**src/rtl/r4_fft_sched_if.sv**
```systemverilog
// Control, sample/result and butterfly-datapath signals of the radix-4 FFT scheduler.
// slave is the scheduler side, master the environment driving it.
interface r4_fft_sched_if;
  logic       start;
  logic       abort;
  logic       wr_en;
  logic [3:0] wr_addr;
  logic [7:0] wr_data;
  logic [3:0] rd_addr;
  logic [7:0] rd_data;
  logic       busy;
  logic       done;
  logic [3:0] bf_xr0, bf_xr1, bf_xr2, bf_xr3;
  logic [3:0] bf_xi0, bf_xi1, bf_xi2, bf_xi3;
  logic       bf_c1, bf_c2, bf_c3;
  logic [3:0] bf_xro, bf_xio;

  modport slave (
    input  start, abort, wr_en, wr_addr, wr_data, rd_addr, bf_xro, bf_xio,
    output rd_data, busy, done,
    output bf_xr0, bf_xr1, bf_xr2, bf_xr3, bf_xi0, bf_xi1, bf_xi2, bf_xi3,
    output bf_c1, bf_c2, bf_c3
  );

  modport master (
    output start, abort, wr_en, wr_addr, wr_data, rd_addr, bf_xro, bf_xio,
    input  rd_data, busy, done,
    input  bf_xr0, bf_xr1, bf_xr2, bf_xr3, bf_xi0, bf_xi1, bf_xi2, bf_xi3,
    input  bf_c1, bf_c2, bf_c3
  );
endinterface

```
**src/rtl/r4_fft_sched.sv**
```systemverilog
// 16-point radix-4 FFT scheduler: two ping-pong banks, two stages of four
// 4-input butterflies issued one output per cycle to an external datapath.
module r4_fft_sched (
  input  logic          wb_clk_i,
  input  logic          wb_rst_ni,
  r4_fft_sched_if.slave bus
);
  localparam int unsigned DW    = 8;
  localparam int unsigned DEPTH = 16;
  localparam int unsigned CNT_W = 5;

  typedef enum logic [1:0] {ST_IDLE, ST_RUN, ST_DONE} state_t;

  state_t           r_state;
  logic [CNT_W-1:0] r_cnt;
  logic             r_busy;
  logic             r_done;
  logic [DW-1:0]    r_rd_data;
  logic [DW-1:0]    r_bank_a [DEPTH];
  logic [DW-1:0]    r_bank_b [DEPTH];

  logic             w_run;
  logic             w_s;
  logic [1:0]       w_g;
  logic [1:0]       w_k;
  logic [DW-1:0]    w_op [4];
  logic [DW-1:0]    w_res;
  logic [3:0]       w_rd_idx;

  assign w_run    = (r_state == ST_RUN);
  assign w_s      = r_cnt[4];
  assign w_g      = r_cnt[3:2];
  assign w_k      = r_cnt[1:0];
  assign w_res    = {bus.bf_xio, bus.bf_xro};
  assign w_rd_idx = {bus.rd_addr[1:0], bus.rd_addr[3:2]};

  // Stage 0 gathers stride-4 from A, stage 1 gathers contiguous from B.
  always_comb begin
    for (int n = 0; n < 4; n++) begin
      w_op[n] = '0;
      if (w_run) begin
        w_op[n] = w_s ? r_bank_b[{w_g, 2'(n)}] : r_bank_a[{2'(n), w_g}];
      end
    end
  end

  assign bus.bf_xr0 = w_op[0][3:0];
  assign bus.bf_xr1 = w_op[1][3:0];
  assign bus.bf_xr2 = w_op[2][3:0];
  assign bus.bf_xr3 = w_op[3][3:0];
  assign bus.bf_xi0 = w_op[0][7:4];
  assign bus.bf_xi1 = w_op[1][7:4];
  assign bus.bf_xi2 = w_op[2][7:4];
  assign bus.bf_xi3 = w_op[3][7:4];
  assign bus.bf_c1  = w_run & w_k[0];
  assign bus.bf_c2  = w_run & w_k[1];
  assign bus.bf_c3  = w_run & ~w_s & (w_g != 2'd0);

  assign bus.busy    = r_busy;
  assign bus.done    = r_done;
  assign bus.rd_data = r_rd_data;

  always_ff @(posedge wb_clk_i or negedge wb_rst_ni) begin
    if (!wb_rst_ni) begin
      r_state   <= ST_IDLE;
      r_cnt     <= '0;
      r_busy    <= 1'b0;
      r_done    <= 1'b0;
      r_rd_data <= '0;
      for (int i = 0; i < DEPTH; i++) begin
        r_bank_a[i] <= '0;
        r_bank_b[i] <= '0;
      end
    end else begin
      r_done <= 1'b0;
      case (r_state)
        ST_IDLE: begin
          r_rd_data <= r_bank_a[w_rd_idx];
          if (bus.wr_en) r_bank_a[bus.wr_addr] <= bus.wr_data;
          if (bus.start) begin
            r_state <= ST_RUN;
            r_busy  <= 1'b1;
            r_cnt   <= '0;
          end
        end
        ST_RUN: begin
          if (bus.abort) begin
            r_state <= ST_IDLE;
            r_busy  <= 1'b0;
            r_cnt   <= '0;
          end else begin
            if (w_s) r_bank_a[{w_g, w_k}] <= w_res;
            else     r_bank_b[{w_k, w_g}] <= w_res;
            r_cnt <= r_cnt + CNT_W'(1);
            // Terminal count: counter wraps to 0 on this same edge.
            if (r_cnt == CNT_W'(31)) begin
              r_state <= ST_DONE;
              r_busy  <= 1'b0;
              r_done  <= 1'b1;
            end
          end
        end
        ST_DONE: begin
          r_rd_data <= r_bank_a[w_rd_idx];
          r_state   <= ST_IDLE;
        end
        default: r_state <= ST_IDLE;
      endcase
    end
  end
endmodule

```
**src/flat_wrapper.sv**
```systemverilog
// flat-port wrapper written by rule: the top's interface ports become plain ports
module r4_fft_sched_flat 
  (wb_clk_i, wb_rst_ni, bus_start, bus_abort, bus_wr_en, bus_wr_addr, bus_wr_data, bus_rd_addr, bus_bf_xro, bus_bf_xio, bus_rd_data, bus_busy, bus_done, bus_bf_xr0, bus_bf_xr1, bus_bf_xr2, bus_bf_xr3, bus_bf_xi0, bus_bf_xi1, bus_bf_xi2, bus_bf_xi3, bus_bf_c1, bus_bf_c2, bus_bf_c3);
  r4_fft_sched_if bus_i ();
  input  logic wb_clk_i;
  input  logic wb_rst_ni;
  input wire logic [$bits(bus_i.start)-1:0] bus_start;
  input wire logic [$bits(bus_i.abort)-1:0] bus_abort;
  input wire logic [$bits(bus_i.wr_en)-1:0] bus_wr_en;
  input wire logic [$bits(bus_i.wr_addr)-1:0] bus_wr_addr;
  input wire logic [$bits(bus_i.wr_data)-1:0] bus_wr_data;
  input wire logic [$bits(bus_i.rd_addr)-1:0] bus_rd_addr;
  input wire logic [$bits(bus_i.bf_xro)-1:0] bus_bf_xro;
  input wire logic [$bits(bus_i.bf_xio)-1:0] bus_bf_xio;
  output wire logic [$bits(bus_i.rd_data)-1:0] bus_rd_data;
  output wire logic [$bits(bus_i.busy)-1:0] bus_busy;
  output wire logic [$bits(bus_i.done)-1:0] bus_done;
  output wire logic [$bits(bus_i.bf_xr0)-1:0] bus_bf_xr0;
  output wire logic [$bits(bus_i.bf_xr1)-1:0] bus_bf_xr1;
  output wire logic [$bits(bus_i.bf_xr2)-1:0] bus_bf_xr2;
  output wire logic [$bits(bus_i.bf_xr3)-1:0] bus_bf_xr3;
  output wire logic [$bits(bus_i.bf_xi0)-1:0] bus_bf_xi0;
  output wire logic [$bits(bus_i.bf_xi1)-1:0] bus_bf_xi1;
  output wire logic [$bits(bus_i.bf_xi2)-1:0] bus_bf_xi2;
  output wire logic [$bits(bus_i.bf_xi3)-1:0] bus_bf_xi3;
  output wire logic [$bits(bus_i.bf_c1)-1:0] bus_bf_c1;
  output wire logic [$bits(bus_i.bf_c2)-1:0] bus_bf_c2;
  output wire logic [$bits(bus_i.bf_c3)-1:0] bus_bf_c3;
  assign bus_i.start = bus_start;
  assign bus_i.abort = bus_abort;
  assign bus_i.wr_en = bus_wr_en;
  assign bus_i.wr_addr = bus_wr_addr;
  assign bus_i.wr_data = bus_wr_data;
  assign bus_i.rd_addr = bus_rd_addr;
  assign bus_i.bf_xro = bus_bf_xro;
  assign bus_i.bf_xio = bus_bf_xio;
  assign bus_rd_data = bus_i.rd_data;
  assign bus_busy = bus_i.busy;
  assign bus_done = bus_i.done;
  assign bus_bf_xr0 = bus_i.bf_xr0;
  assign bus_bf_xr1 = bus_i.bf_xr1;
  assign bus_bf_xr2 = bus_i.bf_xr2;
  assign bus_bf_xr3 = bus_i.bf_xr3;
  assign bus_bf_xi0 = bus_i.bf_xi0;
  assign bus_bf_xi1 = bus_i.bf_xi1;
  assign bus_bf_xi2 = bus_i.bf_xi2;
  assign bus_bf_xi3 = bus_i.bf_xi3;
  assign bus_bf_c1 = bus_i.bf_c1;
  assign bus_bf_c2 = bus_i.bf_c2;
  assign bus_bf_c3 = bus_i.bf_c3;
  r4_fft_sched u_core (.wb_clk_i(wb_clk_i), .wb_rst_ni(wb_rst_ni), .bus(bus_i));
endmodule
```
**config.mk**
```make
export PLATFORM = sky130hd
export DESIGN_NAME = r4_fft_sched_flat
export DESIGN_NICKNAME = d
export VERILOG_FILES = /design/src/rtl/r4_fft_sched_if.sv /design/src/rtl/r4_fft_sched.sv /design/src/flat_wrapper.sv
export SDC_FILE = /design/constraint.sdc
export NUM_CORES = 1
export LEC_CHECK = 0
export ABC_AREA = 1
export CAP_MARGIN = 20
export CORE_ASPECT_RATIO = 1.25
export CORE_MARGIN = 5
export CORE_UTILIZATION = 40
export CTS_CLUSTER_DIAMETER = 100
export DETAILED_ROUTE_END_ITERATION = 10
export PLACE_DENSITY = 0.64
export SYNTH_ARGS = -nofsm -noshare
export SYNTH_HDL_FRONTEND = slang
export SYNTH_SLANG_ARGS = --single-unit
export TNS_END_PERCENT = 5
```
**constraint.sdc**
```tcl
create_clock -name wb_clk_i -period 2.8 [get_ports wb_clk_i]
set_clock_uncertainty 0.05 [all_clocks]
set_input_delay 0.56 -clock wb_clk_i [delete_from_list [all_inputs] [get_ports wb_clk_i]]
set_output_delay 0.56 -clock wb_clk_i [all_outputs]
set_load 0.05 [all_outputs]
```
==> results.sh <==
export IMPL_grt_max_degree=83
export IMPL_layout_common_cells="nand2_1, dfrtp_1, a22oi_1, o21ai_0"
export IMPL_final_common_cell="nand2_1"
export IMPL_cp_end_kind="output port"
export IMPL_syn_num_nets=1837
export IMPL_holdWs_ps=430
export IMPL_num_fill_cells=3482
export IMPL_drv_slew=0
export IMPL_vdd_drop_max_mv=0.434
export IMPL_cp_start_kind="flip-flop"
export IMPL_fp_dieArea_mm2=0.0419
export IMPL_hp_start="u_core.bus.rd_data[7]$_DFFE_PN0P_"
export IMPL_viasPerCell=5.87
export IMPL_synthesis_area_mm2=0.0152
export IMPL_die_h_um=228
export IMPL_grt_pass1_wl_um=81500
export IMPL_globalplace_congestion=0.909
export IMPL_clk_latency_ps=560
export IMPL_rows=79
export IMPL_synthCells=1803
export IMPL_layout_drive_gt1_share_pct=22.4
export IMPL_route_detailed_drc=0
export IMPL_vias=14000
export IMPL_avgSynthCellArea_um2=8.41
export IMPL_rsz0062_at_grt="true"
export IMPL_cts_max_level=1
export IMPL_maxUsedRoutingLayer="met4"
export IMPL_clockBufferDepth=3
export IMPL_wl_met3_um=4760
export IMPL_dp_cells=2311
export IMPL_regArea_mm2=0.00683
export IMPL_cts_sinks=273
export IMPL_clk_pin_slew_worst_paths_ps=70
export IMPL_worstPathMaxFanout=6
export IMPL_wl_met1_um=21500
export IMPL_p_leak_nw=7.95
export IMPL_first_pass_iters=6
export IMPL_cts_tree="built"
export IMPL_cellPowerDensity_mw_per_mm2=598
export IMPL_final_util_pct=49.4
export IMPL_dpl_cell_area_mm2=0.0168
export IMPL_pin_count=74
export IMPL_route_antenna_remaining_nets=0
export IMPL_min_delay_path_class="flip-flop to flip-flop"
export IMPL_hold_violations=0
export IMPL_first_global_vias=13400
export IMPL_critical_path_class="flip-flop to output port"
export IMPL_finalPower_mw=11.0
export IMPL_area_growth_pct=21.7
export IMPL_ys_warn_count=0
export IMPL_crit_arrival_ps=2230
export IMPL_violations="setup timing"
export IMPL_max_freq_ghz=0.352
export IMPL_grt_remaining_overflow=0
export IMPL_ys_types=31
export IMPL_multi_input_area_mm2=0.00776
export IMPL_setup_ws_ps=-39.5
export IMPL_finalNetCount=1907
export IMPL_die_w_um=184
export IMPL_outcome="finished with violations"
export IMPL_grt_antenna_before_repair=0
export IMPL_wl_per_cell_um=22.0
export IMPL_dp_hpwl_um=34000
export IMPL_synth_seq_cells=273
export IMPL_start_util_pct=40.6
export IMPL_numCtsBuffers=28
export IMPL_stdcell_area_mm2=0.0185
export IMPL_crit_start="u_core.r_cnt[3]$_DFFE_PN0P_"
export IMPL_coreArea_mm2=0.0374
export IMPL_setup_violations=10
export IMPL_drv_cap=0
export IMPL_wirelength_um=52500
export IMPL_tightestPinTransition_ps=904
export IMPL_required_ps=2190
export IMPL_antennaDiodeCount=0
export IMPL_port_buffers=73
export IMPL_first_iter_violations=1871
export IMPL_layout_worst_path_cycle_share_pct=101
export IMPL_gr_usage_all_layers_pct=24.7
export IMPL_slew_headroom_pct=39.5
export IMPL_layout_min_cycle_time_ps=2840
export IMPL_rr_startpoint="u_core.r_cnt[0]$_DFFE_PN0P_"
export IMPL_met2_length_um=23800
export IMPL_cts_root_buf="clkbuf_16"
export IMPL_yosysSeqAreaShare_pct=45.1
export IMPL_final_cells=2381
-- power breakdown --
part / leakage, nW / switching [mW] / internal, mW
Clock: 0.505 / 1.66 / 2.46
Combinational: 3.69 / 1.55 / 0.765
Sequential: 3.75 / 0.274 / 4.31
Total: 7.95 / 3.49 / 7.54
-- kinds of logic (layout without fill, tap and decap cells) --
logic type / count (synthesis) / count (layout) / synth area share, %
fa+ha+maj: 5 / 5 / 0.413
buf+inv: 165 / 257 / 5.98
flops: 273 / 273 / 45.1
compound gates: 552 / 552 / 25.7
simple gates: 808 / 808 / 22.8
-- sequential cells by signal, summed over array words and instances, names as in the netlist --
name	cells
u_core.r_bank_a	128
u_core.r_bank_b	128
u_core.bus.rd_data	8
u_core.r_cnt	5
u_core.r_state	2
u_core.bus.busy	1
u_core.bus.done	1
-- routing by layer --
metal  track usage [%]  vias to the layer above
met5                 0                        -
met4              10.2                        0
met3              3.98                      162
li1                  -                     6390
met2              38.7                      756
met1              34.4                     6668
-- Yosys cell counts --
cell	number	area share, %
nor2_4	9	0.67
buf_2	34	1.1
buf_6	27	2.0
o211ai_2	6	0.50
dfrtp_1	273	45
buf_1	17	0.42
inv_1	31	0.77
nor2_8	2	0.26
ha_1	5	0.41
nand3_2	1	0.066
nand3_1	97	3.2
o211ai_4	10	1.4
nor2_1	24	0.59
buf_8	1	0.099
o21ai_2	78	4.5
o21ai_0	102	3.4
a22oi_1	256	13
nor2_2	26	1.1
a21oi_1	3	0.099
inv_6	1	0.058
buf_4	2	0.099
nor3_1	4	0.13
nand2_4	13	0.97
buf_12	1	0.13
clkbuf_1	38	0.94
clkinv_1	3	0.074
nand2_1	620	15
inv_2	9	0.22
inv_4	1	0.041
nand2_2	12	0.50
o21ai_1	97	3.2
-- layout make-up --
class,count,share of cell area [%]
multi-input cells,1365,42.0
flip-flops and latches,273,37.0
repair buffers,160,11.2
clock buffers,36,4.29
well taps,486,3.29
clock inverters,16,1.19
inverters,45,1.01
-- final timing paths --
check	to	slack [ps]	depth (start not counted)
worst max-delay path	bus_bf_xr0[3]	-40	10
worst min-delay path	u_core.bus.rd_data[7]$_DFFE_PN0P_	430	2
worst max register to register	u_core.r_bank_b[110]$_DFFE_PN0P_	420	7
worst min register to register	u_core.bus.rd_data[7]$_DFFE_PN0P_	430	2
max in group asynchronous	u_core.r_bank_a[37]$_DFFE_PN0P_	1390	3
min in group asynchronous	u_core.r_bank_b[80]$_DFFE_PN0P_	550	2
-- stage by stage --
step / setup WS (ps) / setup TNS, ps
after detailed placement: 195 / 0
after global routing: -115 / -1530
after CTS: -13.8 / -45.4
after floorplan: 524 / 0
after global placement: 193 / 0
final: -39.5 / -192
-- critical path, cell delays in order (launching register included) --
cell and delay [ps]:
dfrtp_2 480, buf_6 160, nand2_8 60, inv_8 50
buf_12 140, buf_4 130, a22oi_2 220, nand2_1 100
nand2_2 90, nand2_2 80, buf_12 150
-- what timing repair did --
| item | in CTS | in global routing |
|---|---|---|
| resized for setup | 60 | 44 |
| hold buffers | 1 | 0 |
| endpoints found under the hold margin | 75 | 0 |
| gates cloned | 5 | 0 |
| setup endpoints to repair | 32 | 32 |
| pin swaps | 6 | 14 |
| buffers inserted | 12 | 0 |
No activity file was read; power rests on OpenSTA's default activity.
